## src/rtl/psram_arb_pkg.sv

```systemverilog
// psram_arb_pkg: arbiter state encoding and parameter defaults shared by the
// PSRAM arbiter and its round-robin picker.
package psram_arb_pkg;

    typedef enum bit [2:0] {
        ARB_IDLE      = 3'd0,
        ARB_ISSUE     = 3'd1,
        ARB_WAIT_BUSY = 3'd2,
        ARB_WAIT_DONE = 3'd3,
        ARB_ACK       = 3'd4
    } ArbState;

    localparam int ADDR_W_DEF         = 24;
    localparam int TIMEOUT_CYCLES_DEF = 255;
    localparam int TIMEOUT_CNT_W      = 16;

endpackage

```

## src/rtl/psram_arbiter_rr_pick.sv

```systemverilog
// rr_pick: combinational round-robin selector. Scans last+1, last+2, ...
// modulo NUM_REQ and returns the first requesting index as one-hot and binary.
module rr_pick #(
    parameter int NUM_REQ = 3,
    parameter int IDX_W   = $clog2(NUM_REQ)
) (
    input  logic [NUM_REQ-1:0] req,
    input  logic [IDX_W-1:0]   last,
    output logic [NUM_REQ-1:0] grant,
    output logic [IDX_W-1:0]   idx,
    output logic               valid
);

    // Rotating priority scan starting just after the previous owner
    always_comb begin
        int k;
        grant = '0;
        idx   = '0;
        valid = 1'b0;
        k     = 0;
        for (int i = 1; i <= NUM_REQ; i++) begin
            k = (int'(last) + i) % NUM_REQ;
            if (!valid && req[k]) begin
                valid    = 1'b1;
                idx      = IDX_W'(k);
                grant[k] = 1'b1;
            end else begin
                valid = valid;
            end
        end
    end

endmodule

```

## src/rtl/psram_arbiter.sv

```systemverilog
// psram_arbiter: shares one PSRAM controller between NUM_REQ requesters.
// Round-robin grant, one transaction at a time, drives the controller
// chip-enable handshake and returns read data plus a one-cycle ack.
// Optional feature macro: PSRAM_ARB_TIMEOUT_EN (abort when busy never rises).
module psram_arbiter
    import psram_arb_pkg::*;
#(
    parameter int NUM_REQ        = 3,
    parameter int ADDR_W         = ADDR_W_DEF,
    parameter int TIMEOUT_CYCLES = TIMEOUT_CYCLES_DEF
) (
    input  logic                    clkSys,
    input  logic                    rst,
    input  logic [NUM_REQ-1:0]      i_req,
    input  logic [NUM_REQ-1:0]      i_write,
    input  logic [NUM_REQ*ADDR_W-1:0] i_addr,
    input  logic [NUM_REQ-1:0]      i_bank,
    input  logic [NUM_REQ*8-1:0]    i_wdata,
    output logic [NUM_REQ-1:0]      o_ack,
    output logic [NUM_REQ-1:0]      o_err,
    output logic [7:0]              o_rdata,
    output logic [NUM_REQ-1:0]      o_grant,
    output logic                    o_mem_cs_n,
    output logic                    o_mem_write,
    output logic [ADDR_W-1:0]       o_mem_addr,
    output logic                    o_mem_bank,
    output logic [7:0]              o_mem_wdata,
    input  logic [7:0]              i_mem_rdata,
    input  logic                    i_mem_busy,
    input  logic                    i_mem_ready,
    input  logic                    i_mem_idle
);

    localparam int IDX_W = $clog2(NUM_REQ);

    ArbState              state_r;
    ArbState              state_nxt_s;
    logic [IDX_W-1:0]     last_r;
    logic [NUM_REQ-1:0]   grant_r;
    logic [NUM_REQ-1:0]   ack_r;
    logic [7:0]           rdata_r;
    logic                 mem_cs_n_r;
    logic                 mem_write_r;
    logic [ADDR_W-1:0]    mem_addr_r;
    logic                 mem_bank_r;
    logic [7:0]           mem_wdata_r;

    logic [NUM_REQ-1:0]   pick_grant_s;
    logic [IDX_W-1:0]     pick_idx_s;
    logic                 pick_valid_s;
    logic                 load_s;
    logic                 capture_s;
    logic                 ack_set_s;
    logic                 err_set_s;

    rr_pick #(
        .NUM_REQ (NUM_REQ),
        .IDX_W   (IDX_W)
    ) u_rr_pick (
        .req   (i_req),
        .last  (last_r),
        .grant (pick_grant_s),
        .idx   (pick_idx_s),
        .valid (pick_valid_s)
    );

`ifdef PSRAM_ARB_TIMEOUT_EN
    logic [TIMEOUT_CNT_W-1:0] tmo_cnt_r;
    logic [NUM_REQ-1:0]       err_r;

    // Count cycles spent waiting for the controller to raise busy
    always_ff @(posedge clkSys or negedge rst) begin
        if (!rst) begin
            tmo_cnt_r <= '0;
        end else if (state_r == ARB_WAIT_BUSY) begin
            tmo_cnt_r <= tmo_cnt_r + TIMEOUT_CNT_W'(1);
        end else begin
            tmo_cnt_r <= '0;
        end
    end

    // One-cycle error pulse to the owner of an aborted transaction
    always_ff @(posedge clkSys or negedge rst) begin
        if (!rst) begin
            err_r <= '0;
        end else begin
            err_r <= err_set_s ? grant_r : '0;
        end
    end

    assign o_err = err_r;
`else
    assign o_err = {NUM_REQ{1'b0}};
`endif

    // State register
    always_ff @(posedge clkSys or negedge rst) begin
        if (!rst) begin
            state_r <= ARB_IDLE;
        end else begin
            state_r <= state_nxt_s;
        end
    end

    // Next-state decode and per-cycle control strobes
    always_comb begin
        state_nxt_s = state_r;
        load_s      = 1'b0;
        capture_s   = 1'b0;
        ack_set_s   = 1'b0;
        err_set_s   = 1'b0;
        case (state_r)
            ARB_IDLE: begin
                if (pick_valid_s && i_mem_idle && !i_mem_busy) begin
                    state_nxt_s = ARB_ISSUE;
                    load_s      = 1'b1;
                end else begin
                    state_nxt_s = ARB_IDLE;
                end
            end
            ARB_ISSUE: begin
                state_nxt_s = ARB_WAIT_BUSY;
            end
            ARB_WAIT_BUSY: begin
                if (i_mem_busy) begin
                    state_nxt_s = ARB_WAIT_DONE;
`ifdef PSRAM_ARB_TIMEOUT_EN
                end else if (tmo_cnt_r == TIMEOUT_CNT_W'(TIMEOUT_CYCLES - 1)) begin
                    state_nxt_s = ARB_IDLE;
                    err_set_s   = 1'b1;
`endif
                end else begin
                    state_nxt_s = ARB_WAIT_BUSY;
                end
            end
            ARB_WAIT_DONE: begin
                if (!i_mem_busy && (mem_write_r || i_mem_ready)) begin
                    state_nxt_s = ARB_ACK;
                    ack_set_s   = 1'b1;
                    capture_s   = !mem_write_r;
                end else begin
                    state_nxt_s = ARB_WAIT_DONE;
                end
            end
            ARB_ACK: begin
                state_nxt_s = ARB_IDLE;
            end
            default: begin
                state_nxt_s = ARB_IDLE;
            end
        endcase
    end

    // Latch the winner's payload at grant and drive the registered outputs
    always_ff @(posedge clkSys or negedge rst) begin
        if (!rst) begin
            last_r      <= IDX_W'(NUM_REQ - 1);
            grant_r     <= '0;
            ack_r       <= '0;
            rdata_r     <= 8'h00;
            mem_cs_n_r  <= 1'b1;
            mem_write_r <= 1'b0;
            mem_addr_r  <= '0;
            mem_bank_r  <= 1'b0;
            mem_wdata_r <= 8'h00;
        end else begin
            mem_cs_n_r <= !load_s;
            ack_r      <= ack_set_s ? grant_r : '0;
            if (load_s) begin
                grant_r     <= pick_grant_s;
                last_r      <= pick_idx_s;
                mem_write_r <= i_write[pick_idx_s];
                mem_addr_r  <= i_addr[pick_idx_s*ADDR_W +: ADDR_W];
                mem_bank_r  <= i_bank[pick_idx_s];
                mem_wdata_r <= i_wdata[pick_idx_s*8 +: 8];
            end else if (ack_set_s || err_set_s) begin
                grant_r <= '0;
            end
            if (capture_s) begin
                rdata_r <= i_mem_rdata;
            end
        end
    end

    assign o_ack       = ack_r;
    assign o_grant     = grant_r;
    assign o_rdata     = rdata_r;
    assign o_mem_cs_n  = mem_cs_n_r;
    assign o_mem_write = mem_write_r;
    assign o_mem_addr  = mem_addr_r;
    assign o_mem_bank  = mem_bank_r;
    assign o_mem_wdata = mem_wdata_r;

endmodule
```

## config.mk

```make
export PLATFORM = sky130hd
export DESIGN_NAME = psram_arbiter
export DESIGN_NICKNAME = d
export VERILOG_FILES = /design/src/rtl/psram_arb_pkg.sv /design/src/rtl/psram_arbiter_rr_pick.sv /design/src/rtl/psram_arbiter.sv
export SDC_FILE = /design/constraint.sdc
export NUM_CORES = 1
export LEC_CHECK = 0
export ABC_AREA = 0
export BUFFER_PORTS_ARGS = -buffer_cell sky130_fd_sc_hd__buf_4
export CORE_ASPECT_RATIO = 0.75
export CORE_MARGIN = 2
export CORE_UTILIZATION = 39
export DETAILED_ROUTE_END_ITERATION = 16
export PLACE_DENSITY = 0.76
export SYNTH_ARGS = -nofsm -noshare
export SYNTH_HDL_FRONTEND = slang
export SYNTH_SLANG_ARGS = --single-unit
```

## constraint.sdc

```tcl
create_clock -name clkSys -period 5.7 [get_ports clkSys]
set_clock_uncertainty 0.2 [all_clocks]
set_input_delay 0.57 -clock clkSys [delete_from_list [all_inputs] [get_ports clkSys]]
set_output_delay 0.57 -clock clkSys [all_outputs]
set_load 0.02 [all_outputs]
```

==> impl_metrics.py <==
metrics = {
    "worst_setup_path": {
        "endpoint_kind": "register",
        "reg_to_reg_slack_setup_ns": 1.56,
        "setup.worst_path.start_class": "register",
        "r2r_start": "last_r[1]$_DFFE_PN1P_",
        "startpoint_to_endpoint_class_of_the_critical_path": "register to register",
        "r2r-end": "o_mem_addr[14]$_DFFE_PN0P_",
        "timing.critical_path.arrival_ns": 4.14,
        "cp_data_required_time_ns": 5.70,
        "r2r_cells": 8,
        "timing.critical_path.fanout_max": 43,
    },
    "finish": {
        "layout.nets": 709,
        "instances_no_fill": 728,
        "final_core_utilization_pct": 52.8,
        "area_taken_by_multi_input_logic_gates_mm2": 0.00276,
        "layout_common_cells": "176 x buf_4, 69 x o211ai_1, 52 x dfrtp_1",
        "mostFrequentLayoutCell": "buf_4",
        "drive_above_1_share_pct": 40.0,
        "area.sequential_mm2": 0.00135,
        "antenna-diode-count": 0,
        "area.growth.synth_to_final_pct": 31.7,
        "final.fill_count": 1009,
    },
    "sta": {
        "period_needed_ns": 4.14,
        "hold_viol": 0,
        "post-route-period-util_pct": 72.6,
        "pins_over_their_slew_limit": 0,
        "setup_viols_final": 0,
        "relSlewSlack_pct": 19.5,
        "rsz0062_at_grt": "false",
        "max_clock_freq_mhz": 242,
        "final.setup.tns_ns": 0,
        "worst_max_slew_pin_slew_ns": 1.18,
    },
    "clock_network": {
        "cts_buffers": 5,
        "cts_resized": 0,
        "cts_root_buf": "clkbuf_16",
        "hold_buffers": 0,
        "tritoncts": "done",
        "post-cts-setup-buffer-count": 0,
        "h-tree-depth": 2,
        "buffer_levels_on_the_longest_clock_path": 2,
        "cts_sinks": 54,
        "worst_setup_hold_path_clk_slew_ns": 0.08,
        "clkLatencyLatePin_ns": 0.30,
    },
    "power_and_ir_drop": {
        "ir_worst_vdd_mv": 0.271,
        "power_frac_clock_pct": 9.9,
        "power.internal_mw": 1.65,
        "netSwitchingFraction_pct": 50.0,
        "power.combinational.fraction_pct": 70.2,
        "power-per-cell-area_mw_per_mm2": 569,
        "p_sw_mw": 1.64,
        "share_seq_of_total_power_pct": 19.9,
        "power.total_mw": 3.29,
        "leakage_nw": 2.87,
    },
    "drt": {
        "first_pass_iters": 5,
        "initial_drt_markers": 376,
        "route.final.wire_length_mm": 14.6,
        "drt-vias-per-instance": 6.16,
        "routedWlPerCell_um": 20.1,
        "drc_errors": 0,
        "via_count": 4484,
        "count_of_antenna_violating_nets_left_after_detailed_routing": 0,
    },
    "floorplanning": {
        "ios": 170,
        "dieWidth_um": 126,
        "chipHeight_um": 95.9,
        "row_count": 33,
        "core_mm2": 0.0109,
        "die_area_mm2": 0.0121,
        "initial_core_util_pct": 40.1,
    },
    "grt": {
        "grt_pass1_wl_mm": 22.7,
        "grt_max_degree": 57,
        "globalRouteTotalUtil_pct": 23.4,
        "leftover_overflow_at_the_end_of_global_routing": 0,
        "number_of_global_route_vias_before_repair": 4320,
        "grt_antenna_before_repair": 0,
    },
    "synth": {
        "post_synth_instance_area_mm2": 0.00439,
        "synth-edff-count": 0,
        "post_synth_inst_count": 461,
        "netlist-cell-type-count": 44,
        "dominantRegCellSynth": "dfrtp_1",
        "async_reset_ff_share_pct": 100,
        "synth_seq_area_share_pct": 30.9,
        "synth_top_cells_by_area": "dfrtp_1 30%, o211ai_1 12%, a2111oi_2 9.6%, mux2i_1 8.0%, a21o_1 6.5%",
        "synth.ff_latch_count": 54,
        "synth-warning-count": 0,
        "yosys.area.top_type": "dfrtp_1",
        "yosys.area.top_type_share_pct": 29.7,
        "syn_avg_cell_area_um2": 9.52,
    },
    "place": {
        "gp_congestion": 0.866,
        "io_buffer_count": 166,
        "placed_cells": 720,
        "dpl.hpwl_mm": 9.98,
    },
    "worst_hold_path": {
        "min-delay-path-class": "input pin to async pin",
    },
    "run": {
        "cap_violations": 0,
    },
    "outcome": {
        "outcome": "finished, final reports clean",
    },
}
[stage by stage]
step	instance area, µm²	hold slack [ns]	worst slack (ns)
floorplan	4400	0.0744	3.19
global placement	5630	0.252	1.79
detailed placement	5630	0.263	1.63
CTS	5780	0.163	1.60
global route	5780	0.193	1.30
finish	5780	0.137	1.56
[state kept, by name, summed over array words and instances (netlist names), 2 cells and up]
register and count:
o_grant 3, o_mem_wdata 8, o_rdata 8, state_r 3
last_r 2, o_ack 3, o_mem_addr 24
[critical path: stages, from the launching register on]
cell,delay [ns]
dfstp_2,0.39
inv_1,0.10
ha_2,0.78
nand3b_2,0.78
o211ai_1,0.32
a21oi_4,0.62
buf_4,0.44
a2111oi_0,0.13
o31ai_1,0.27
[worst max path at each step]
stage / from / endpoint / slack [ns]
detailed placement: last_r[1]$_DFFE_PN1P_ / o_mem_addr[14]$_DFFE_PN0P_ / 1.63
global route: last_r[1]$_DFFE_PN1P_ / o_mem_addr[14]$_DFFE_PN0P_ / 1.30
global placement: last_r[1]$_DFFE_PN1P_ / o_mem_addr[12]$_DFFE_PN0P_ / 1.79
CTS: last_r[1]$_DFFE_PN1P_ / o_mem_addr[14]$_DFFE_PN0P_ / 1.60
finish: last_r[1]$_DFFE_PN1P_ / o_mem_addr[14]$_DFFE_PN0P_ / 1.56
floorplan: last_r[1]$_DFFE_PN1P_ / o_grant[0]$_DFFE_PN0P_ / 3.19
[routing by layer]
metal / track usage, % / wire (µm) / vias up
met4: 5.04 / 159 / 0
met3: 5.28 / 1300 / 14
met1: 33.1 / 6470 / 2174
met2: 36.7 / 6690 / 238
met5: 0 / 0 / -
li1: - / - / 2058
[cell usage after synthesis (3+ instances only)]
library cell	count
o211ai_1	69
dfrtp_1	52
a21oi_1	39
a21o_1	38
nand2_1	38
mux2i_1	35
o31ai_1	34
clkbuf_1	33
a2111oi_2	28
buf_2	11
mux2_2	9
buf_6	7
a2111oi_0	6
buf_4	6
nor2_1	5
ha_1	4
inv_1	4
and2_1	3
nand2b_1	3
nand3b_1	3
nor2b_1	3
nor3_1	3
o21ai_0	3
[area by class of cell]
cell class / count / area share (%)
Clock buffer: 5 / 2.16
Clock inverter: 3 / 0.455
Multi-Input combinational cell: 346 / 47.8
Timing Repair Buffer: 176 / 22.9
Tap cell: 140 / 3.03
Sequential cell: 54 / 23.4
Inverter: 4 / 0.260
[power groups by stage]
stage,registers (mW),clock network [mW],logic [mW]
after global routing,0.676,0.353,2.49
after CTS,0.655,0.335,2.30
after detailed placement,0.660,0,2.30
after floorplan,0.819,0,1.49
after global placement,0.651,0,2.23
final,0.655,0.326,2.31
[cells by family (layout without fill, tap and decap cells)]
kind of cell	after synthesis	count (layout)	share of synthesized area, %
other	1	3	0.0855
buffers and inverters	63	188	7.44
AO/OA/AOI/OAI	230	230	42.9
AND/OR/NAND/NOR	64	64	6.73
adder cells (fa/ha/maj)	4	4	1.14
multiplexers	45	45	10.8
flip-flops	54	54	30.9
Power figures use the tool's default switching activity.
